### src/rtl/decode_stage_if.sv
// Fetch-side and execute-side handshake bundle for decode_stage.
// The slave modport is the decode stage; master is its environment.
interface decode_stage_if #(
   parameter int REG_ADR_W = 2,
   parameter int HAZ_CNT_W = 8
);
   localparam int INSTR_W = 3 + 3 * REG_ADR_W;

   logic                 in_valid;
   logic                 in_ready;
   logic [INSTR_W-1:0]   in_instr;
   logic                 flush;
   logic                 out_valid;
   logic                 out_ready;
   logic [2:0]           alu_sel;
   logic                 wr_sel_alu_or_read;
   logic                 write_register_file;
   logic                 jump_enable;
   logic                 mem_wen;
   logic [REG_ADR_W-1:0] adr_dest;
   logic [REG_ADR_W-1:0] adr_operand_a;
   logic [REG_ADR_W-1:0] adr_operand_b;
   logic [HAZ_CNT_W-1:0] hazard_cnt;

   modport master (
      output in_valid, in_instr, flush, out_ready,
      input  in_ready, out_valid, alu_sel, wr_sel_alu_or_read, write_register_file,
             jump_enable, mem_wen, adr_dest, adr_operand_a, adr_operand_b, hazard_cnt
   );

   modport slave (
      input  in_valid, in_instr, flush, out_ready,
      output in_ready, out_valid, alu_sel, wr_sel_alu_or_read, write_register_file,
             jump_enable, mem_wen, adr_dest, adr_operand_a, adr_operand_b, hazard_cnt
   );
endinterface

### src/rtl/decode_stage.sv
// Registered instruction-decode stage with ID/EX register, jump flush and load-use interlock.
// Define DECODE_STAGE_HAZARD_EN to enable the interlock and the saturating hazard_cnt.
module decode_stage #(
   parameter int REG_ADR_W = 2,
   parameter int HAZ_CNT_W = 8
) (
   input logic           clk,
   input logic           rst,
   decode_stage_if.slave bus
);
   localparam int INSTR_W = 3 + 3 * REG_ADR_W;

   typedef enum logic [2:0] {
      OP_ADD  = 3'd0,
      OP_SUB  = 3'd1,
      OP_AND  = 3'd2,
      OP_OR   = 3'd3,
      OP_JMPZ = 3'd4,
      OP_MOV  = 3'd5,
      OP_LOAD = 3'd6,
      OP_SAVE = 3'd7
   } opcode_e;

   typedef struct packed {
      opcode_e              op;
      logic [REG_ADR_W-1:0] dest;
      logic [REG_ADR_W-1:0] a;
      logic [REG_ADR_W-1:0] b;
   } instr_t;

   instr_t     in_fields;
   instr_t     held_q;
   logic       valid_q;
   logic       hazard;
   logic       accept;
   logic [2:0] alu_sel;

   assign in_fields = instr_t'(bus.in_instr);

`ifdef DECODE_STAGE_HAZARD_EN
   logic                 reads_b;
   logic [HAZ_CNT_W-1:0] hazard_cnt_q;

   assign reads_b = !(in_fields.op inside {OP_MOV, OP_LOAD});
   assign hazard  = valid_q && (held_q.op == OP_LOAD) && bus.in_valid &&
                    ((in_fields.a == held_q.dest) || (reads_b && (in_fields.b == held_q.dest)));

   // Counts only stalls the interlock alone is responsible for.
   always_ff @(posedge clk) begin
      if (rst)
         hazard_cnt_q <= '0;
      else if (hazard && !bus.flush && (!valid_q || bus.out_ready) && (hazard_cnt_q != '1))
         hazard_cnt_q <= hazard_cnt_q + 1'b1;
   end

   assign bus.hazard_cnt = hazard_cnt_q;
`else
   assign hazard         = 1'b0;
   assign bus.hazard_cnt = '0;
`endif

   assign bus.in_ready = (!valid_q || bus.out_ready) && !hazard && !bus.flush;
   assign accept       = bus.in_valid && bus.in_ready;

   // ID/EX register; on a bubble only valid drops, the fields keep their last contents.
   always_ff @(posedge clk) begin
      if (rst) begin
         // NOTE: sequential state uses non-blocking assignments so every register samples pre-edge values.
         valid_q <= 1'b0;
         held_q  <= '0;
      end else if (bus.flush) begin
         valid_q <= 1'b0;
      end else if (accept) begin
         valid_q <= 1'b1;
         held_q  <= in_fields;
      end else if (bus.out_ready) begin
         valid_q <= 1'b0;
      end
   end

   always_comb begin
      // NOTE: default assigned before the case so no opcode path leaves alu_sel unassigned (latch).
      alu_sel = 3'd0;
      case (held_q.op)
         OP_SUB:  alu_sel = 3'd1;
         OP_AND:  alu_sel = 3'd2;
         OP_OR:   alu_sel = 3'd3;
         OP_MOV:  alu_sel = 3'd4;
         default: alu_sel = 3'd0;
      endcase
   end

   assign bus.out_valid           = valid_q;
   assign bus.alu_sel             = alu_sel;
   assign bus.wr_sel_alu_or_read  = held_q.op inside {OP_LOAD, OP_SAVE};
   assign bus.write_register_file = valid_q && !(held_q.op inside {OP_JMPZ, OP_SAVE});
   assign bus.jump_enable         = valid_q && (held_q.op == OP_JMPZ);
   assign bus.mem_wen             = valid_q && (held_q.op == OP_SAVE);
   assign bus.adr_dest            = held_q.dest;
   assign bus.adr_operand_a       = held_q.a;
   assign bus.adr_operand_b       = held_q.b;
endmodule
### src/flat_wrapper.sv
// flat-port wrapper written by rule: the top's interface ports become plain ports
module decode_stage_flat 
#(
   parameter int REG_ADR_W = 2,
   parameter int HAZ_CNT_W = 8
)
  (clk, rst, bus_in_valid, bus_in_instr, bus_flush, bus_out_ready, bus_in_ready, bus_out_valid, bus_alu_sel, bus_wr_sel_alu_or_read, bus_write_register_file, bus_jump_enable, bus_mem_wen, bus_adr_dest, bus_adr_operand_a, bus_adr_operand_b, bus_hazard_cnt);
  decode_stage_if #(.REG_ADR_W(REG_ADR_W), .HAZ_CNT_W(HAZ_CNT_W)) bus_i ();
  input logic clk;
  input logic rst;
  input wire logic [$bits(bus_i.in_valid)-1:0] bus_in_valid;
  input wire logic [$bits(bus_i.in_instr)-1:0] bus_in_instr;
  input wire logic [$bits(bus_i.flush)-1:0] bus_flush;
  input wire logic [$bits(bus_i.out_ready)-1:0] bus_out_ready;
  output wire logic [$bits(bus_i.in_ready)-1:0] bus_in_ready;
  output wire logic [$bits(bus_i.out_valid)-1:0] bus_out_valid;
  output wire logic [$bits(bus_i.alu_sel)-1:0] bus_alu_sel;
  output wire logic [$bits(bus_i.wr_sel_alu_or_read)-1:0] bus_wr_sel_alu_or_read;
  output wire logic [$bits(bus_i.write_register_file)-1:0] bus_write_register_file;
  output wire logic [$bits(bus_i.jump_enable)-1:0] bus_jump_enable;
  output wire logic [$bits(bus_i.mem_wen)-1:0] bus_mem_wen;
  output wire logic [$bits(bus_i.adr_dest)-1:0] bus_adr_dest;
  output wire logic [$bits(bus_i.adr_operand_a)-1:0] bus_adr_operand_a;
  output wire logic [$bits(bus_i.adr_operand_b)-1:0] bus_adr_operand_b;
  output wire logic [$bits(bus_i.hazard_cnt)-1:0] bus_hazard_cnt;
  assign bus_i.in_valid = bus_in_valid;
  assign bus_i.in_instr = bus_in_instr;
  assign bus_i.flush = bus_flush;
  assign bus_i.out_ready = bus_out_ready;
  assign bus_in_ready = bus_i.in_ready;
  assign bus_out_valid = bus_i.out_valid;
  assign bus_alu_sel = bus_i.alu_sel;
  assign bus_wr_sel_alu_or_read = bus_i.wr_sel_alu_or_read;
  assign bus_write_register_file = bus_i.write_register_file;
  assign bus_jump_enable = bus_i.jump_enable;
  assign bus_mem_wen = bus_i.mem_wen;
  assign bus_adr_dest = bus_i.adr_dest;
  assign bus_adr_operand_a = bus_i.adr_operand_a;
  assign bus_adr_operand_b = bus_i.adr_operand_b;
  assign bus_hazard_cnt = bus_i.hazard_cnt;
  decode_stage #(.REG_ADR_W(REG_ADR_W), .HAZ_CNT_W(HAZ_CNT_W)) u_core (.clk(clk), .rst(rst), .bus(bus_i));
endmodule
### config.mk
export PLATFORM = sky130hd
export DESIGN_NAME = decode_stage_flat
export DESIGN_NICKNAME = d
export VERILOG_FILES = /design/src/rtl/decode_stage_if.sv /design/src/rtl/decode_stage.sv /design/src/flat_wrapper.sv
export SDC_FILE = /design/constraint.sdc
export NUM_CORES = 1
export LEC_CHECK = 0
export CAP_MARGIN = 20
export CORE_MARGIN = 8
export CORE_UTILIZATION = 39
export DETAILED_ROUTE_END_ITERATION = 6
export PLACE_DENSITY = 0.93
export SKIP_CTS_REPAIR_TIMING = 1
export SLEW_MARGIN = 5
export SYNTH_ARGS = -nofsm -noshare
export SYNTH_HDL_FRONTEND = slang
export SYNTH_SLANG_ARGS = --single-unit
### constraint.sdc
create_clock -name clk -period 2.39 [get_ports clk]
set_clock_uncertainty 0.2 [all_clocks]
set_input_delay 0.239 -clock clk [delete_from_list [all_inputs] [get_ports clk]]
set_output_delay 0.239 -clock clk [all_outputs]
set_load 0.05 [all_outputs]
==> metrics.md, run 1 <==
| Metric | Value |
|---|---|
| Die height | `56.2 µm` |
| Worst-path clk slew | `70 ps` |
| WHS | `275 ps` |
| Sequence of cells on the critical path | `nor4bb_2 -> clkdlybuf4s50_1` |
| Area Overhead vs Synth | `39.8%` |
| Iteration-0 DRC Markers | `2` |
| Initial antenna violation count | `0` |
| Worst r2r path cells | `4` |
| FP Rows | `14` |
| Min Clock Period, post-route | `2300 ps` |
| Post-Syn Area | `629 µm²` |
| Syn Area/Cell | `8.99 µm²` |
| Port Buffer Count | `28` |
| RSZ-0062 raised after global routing | `false` |
| Num CTS Buffers | `3` |
| Root buffer cell | `clkbuf_4` |
| H-tree levels | `1` |
| First-pass GRT wire length | `2.31 mm` |
| DR DRC count | `0` |
| FF+latch count, synth | `10` |
| Post-DP HPWL | `1.14 mm` |
| Vias in the first global route | `496` |
| Longest Clk Path Bufs | `2` |
| Worst EP required | `1950 ps` |
| Clock latency on the worst-skew pair | `250 ps` |
| Layout Nets | `108` |
| Sum of negative setup slack | `0 ps` |
| CP Data Arrival Time | `1860 ps` |
| Crit. End Element | `primary output` |
| Critical path depth in cells | `2` |
| WS Path Type | `reg2out` |
| Power density over the cells | `533 mW/mm²` |
| Rel. slew slack | `65.4%` |
| Slew Viols, Final | `0` |
| Final Cell Area | `880 µm²` |
| Total power | `0.000469 W` |
| Run status | `complete, no violations` |
| GP Congestion | `0.653` |
| Synthesis warning total | `0` |
| Critical path's slowest cell | `clkdlybuf4s50_1` |
| Largest net degree at the start of global routing | `20` |
| Antenna Violating Nets Remaining | `0` |
| Pleak | `0.338 nW` |
| Hold Path Depth | `2` |
| Sink Count | `10` |
| Family with the most delay on the worst path | `buffers and inverters` |
| Syn Inst Count | `70` |
| Die area | `0.00316 mm²` |
| Drt total wl | `1.38 mm` |
| R2r setup slk | `1060 ps` |
| Total gr overflow | `0` |
| Crit Path Max Fanout | `7` |
| Number of fill cells in the layout | `140` |
| Hold Fails Final Rpt | `0` |
| CP peak stage delay | `860 ps` |
| Avg WL per Cell | `12.6 µm` |
| Die width | `56.2 µm` |
| Reported max-cap violation count | `0` |
| Maximum vdd drop | `0.361 mV` |
| Core ar. | `0.00151 mm²` |
| Total number of vias | `473` |
| Fraction of layout cells with a size suffix above 1 | `9.68%` |
| FMAX | `435 MHz` |
| GRT Total Usage | `8.84%` |
| Placed inst area | `843 µm²` |
| Worst setup SP type | `register` |
| Starting Density | `41.8%` |
| CTS tree | `yes` |
| I/O Pins | `37` |
| Worst hold path class | `reg2reg` |
| Final period util | `96.1%` |
| Setup violations, final | `0` |
| Via-to-Cell Ratio | `4.34` |
| ANT cells | `0` |
| Worst path bufs/invs | `1` |
| Drt pass-1 iters | `3` |
| Yosys cell types | `17` |
| Seq/Total Area, Yosys | `31.8%` |
| Finished Core Util | `58.4%` |
| Worst slew pin tran | `517 ps` |
## final timing paths
check | startpoint | to
max | u_core.held_q[8]$_SDFFE_PP0P_ | bus_jump_enable
min | u_core.bus.adr_operand_b[1]$_SDFFE_PP0P_ | u_core.bus.adr_operand_b[1]$_SDFFE_PP0P_
max reg2reg | u_core.bus.out_valid$_SDFFE_PP0P_ | u_core.held_q[8]$_SDFFE_PP0P_
min reg2reg | u_core.bus.adr_operand_b[1]$_SDFFE_PP0P_ | u_core.bus.adr_operand_b[1]$_SDFFE_PP0P_
## through the flow
stage,instances,setup slack (ps)
floorplan,77,250
global placement,105,436
detailed placement,105,363
CTS,109,88.5
global route,109,35.2
finish,109,93.7
## final cells by class
cell class / count / area [µm²] / area share, %
well taps: 16 / 20.0 / 2.28
multi-input cells: 50 / 338 / 38.4
clock buffers: 4 / 36.3 / 4.13
flip-flops and latches: 10 / 200 / 22.8
repair buffers: 29 / 285 / 32.4
## cell usage in the layout, fill, tap and decap left out, types with 2 or more instances in the layout
master and count:
mux2i_1 9, dfxtp_1 10, conb_1 8, nand2_1 2
nor2_1 4, clkbuf_4 3, nand2b_1 18, nor2b_1 2
clkdlybuf4s50_1 27, buf_4 2
## registers in the layout (all words and copies together), names as in the netlist
| signal | count |
|---|---|
| u_core.bus.adr_operand_b | 2 |
| u_core.bus.adr_operand_a | 2 |
| u_core.bus.adr_dest | 2 |
| u_core.bus.out_valid | 1 |
| u_core.held_q | 3 |
## kinds of logic (layout without fill, tap and decap cells)
logic type,after synthesis,in the layout,share of synthesized area (%)
other cells,1,8,0.596
simple gates,31,31,31.0
compound gates,1,1,1.19
mux,9,9,14.3
xor+xnor,1,1,1.39
buf+inv,17,33,19.7
flops,10,10,31.8
## per-layer routing
metal	track usage, %	part of all wire [%]	up-vias
li1	-	-	247
met1	7.84	37	208
met2	16.0	54	18
met3	5.94	9.6	0
met4	2.06	0	0
met5	0	0	-
## power by group
| part | internal [W] | switching, W | total (W) |
|---|---|---|---|
| logic | 0.0000531 | 0.0000845 | 0.000138 |
| registers | 0.000175 | 0.00000770 | 0.000183 |
| clock network | 0.0000923 | 0.0000563 | 0.000149 |
## tightest hold or removal path: cells and delay by family (launching register included)
family	cells	cell delay (ps)
muxes	1	60
DFF	1	310
and+or+nand+nor	1	60
## synth_stat cells, drive strengths merged
cell    count  area, µm²
nand2       2       7.51
xnor2       1       8.76
and2        1       6.26
nor4bb      1       10.0
nor3b       1       12.5
buf        15        116
nand2b     18        113
dfxtp      10        200
clkbuf      2       7.51
nor2        4       15.0
conb        1       3.75
mux2i       9       90.1
a21boi      1       7.51
nor3        1       5.00
nor2b       3       26.3
No activity file was read; power rests on OpenSTA's default activity.
==> run 2, diff against run 1 <==
--- a/config.mk
+++ b/config.mk
@@ -9,7 +9,7 @@
 export CORE_MARGIN = 8
 export CORE_UTILIZATION = 39
 export DETAILED_ROUTE_END_ITERATION = 6
-export PLACE_DENSITY = 0.93
+export PLACE_DENSITY = 0.84
 export SKIP_CTS_REPAIR_TIMING = 1
 export SLEW_MARGIN = 5
 export SYNTH_ARGS = -nofsm -noshare
==> run 2 against run 1 <==
Effect of this change:
- combinational power about the same
- via count unchanged
- first-iteration DRC count is 50% higher
- design area stayed put
- non-clock buffer count unchanged
- count of clock-buffer cells in the layout stayed put
- sequential cell count is the same
- critical path type unchanged
- critical endpoint unchanged
==> metrics.md, run 2 (same netlist as run 1, synthesis figures left out) <==
| Metric | Value |
|---|---|
| Switching part of the total | `32.5%` |
| Starting Density | `41.8%` |
| Max FFs per register | `3` |
| Slew Viols, Final | `0` |
| Longest Clk Path Bufs | `2` |
| Via-to-Cell Ratio | `4.34` |
| Worst EP required | `1950 ps` |
| Die width | `56.2 µm` |
| GR peak layer | `met2` |
| Reported max-cap violation count | `0` |
| CTS tree | `yes` |
| Run status | `complete, no violations` |
| Crit Path Max Fanout | `7` |
| Min Clock Period, post-route | `2260 ps` |
| Largest net degree at the start of global routing | `20` |
| Most flop-heavy register | `u_core.held_q` |
| Worst hold path class | `reg2reg` |
| Clock power share | `32.6%` |
| Highest-count cells in the layout ignoring fill and taps | `clkdlybuf4s50_1 (27), nand2b_1 (18), dfxtp_1 (10), mux2i_1 (9), conb_1 (8)` |
| Maximum vdd drop | `0.279 mV` |
| GRT Total Usage | `8.53%` |
| Finished Core Util | `58.4%` |
| Power density over the cells | `540 mW/mm²` |
| Sink Count | `10` |
| WS Path Type | `reg2out` |
| Core ar. | `0.00151 mm²` |
| Post-DP HPWL | `1.10 mm` |
| Grt met2 use | `15.4%` |
| Worst-path clk slew | `70 ps` |
| Antenna Violating Nets Remaining | `0` |
| Sum of negative setup slack | `0 ps` |
| I/O Pins | `37` |
| Root buffer cell | `clkbuf_4` |
| Total number of vias | `473` |
| Commonest non-fill, non-tap cell in the layout | `clkdlybuf4s50_1` |
| Hold Fails Final Rpt | `0` |
| Met3 usage | `3.65%` |
| Iteration-0 DRC Markers | `3` |
| Cell Int Power | `0.000321 W` |
| Vias in the first global route | `492` |
| CP Data Arrival Time | `1820 ps` |
| FMAX | `443 MHz` |
| Die height | `56.2 µm` |
| GP Congestion | `0.586` |
| Initial antenna violation count | `0` |
| Drt total wl | `1.32 mm` |
| Worst slew pin tran | `506 ps` |
| RSZ-0062 raised after global routing | `false` |
| Avg WL per Cell | `12.1 µm` |
| Pleak | `0.338 nW` |
| Register share of total power | `38.4%` |
| Worst setup SP type | `register` |
| Total gr overflow | `0` |
| GRT met1 Usage | `7.60%` |
| DR DRC count | `0` |
| Drt pass-1 iters | `4` |
| Die area | `0.00316 mm²` |
| Num CTS Buffers | `3` |
| Gate power share | `29.0%` |
| Setup violations, final | `0` |
| ANT cells | `0` |
| Final period util | `94.5%` |
| Area Overhead vs Synth | `39.8%` |
| Rel. slew slack | `66.1%` |
| Worst r2r path cells | `4` |
| Port Buffer Count | `28` |
| FP Rows | `14` |
| Fraction of layout cells with a size suffix above 1 | `9.68%` |
| Switching Power | `0.000155 W` |
| Crit. End Element | `primary output` |
| Layout Nets | `108` |
| Clock latency on the worst-skew pair | `260 ps` |
| First-pass GRT wire length | `2.23 mm` |
| Hold Path Depth | `2` |
| H-tree levels | `1` |
run 2: cell counts in the layout (fill, tap and decap cells not counted):
Identical to the previous run, type by type.
run 2: metrics by stage:
stage	cells	setup WS, ps	total power [W]	area [µm²]	hold WS (ps)
2_1_floorplan	77	250	0.000297	662	118
3_3_place_gp	105	432	0.000323	843	258
3_5_place_dp	105	399	0.000325	843	268
4_1_cts	109	106	0.000481	880	279
5_1_grt	109	57.2	0.000494	880	298
6_report	109	132	0.000475	880	275
run 2: critical path: stages (launching register included):
cell and delay, ps:
dfxtp_1 420, nor4bb_2 300, clkdlybuf4s50_1 840
run 2: cell type report:
class | count | area [µm²]
Sequential cell | 10 | 200
Clock buffer | 4 | 36.3
Timing Repair Buffer | 29 | 285
Fill cell | 135 | 627
Multi-Input combinational cell | 50 | 338
Tap cell | 16 | 20.0
run 2: worst paths after layout:
path / end / slack [ps] / startpoint
max: bus_jump_enable / 130 / u_core.held_q[8]$_SDFFE_PP0P_
min: u_core.bus.adr_dest[1]$_SDFFE_PP0P_ / 280 / u_core.bus.adr_dest[1]$_SDFFE_PP0P_
max reg2reg: u_core.bus.adr_dest[0]$_SDFFE_PP0P_ / 850 / u_core.bus.out_valid$_SDFFE_PP0P_
min reg2reg: u_core.bus.adr_dest[1]$_SDFFE_PP0P_ / 280 / u_core.bus.adr_dest[1]$_SDFFE_PP0P_
run 2: power groups by stage:
stage	sequential, W	clock, W	combinational [W]
finish	0.000183	0.000155	0.000138
floorplan	0.000188	0	0.000109
global route	0.000184	0.000164	0.000145
global placement	0.000186	0	0.000137
detailed placement	0.000187	0	0.000139
CTS	0.000183	0.000160	0.000139
run 2: layer usage:
layer  up-vias  share of wire (%)
li1        243                  -
met1       211                 36
met2        17                 56
met3         2                7.6
met4         0               0.98
met5         -                  0
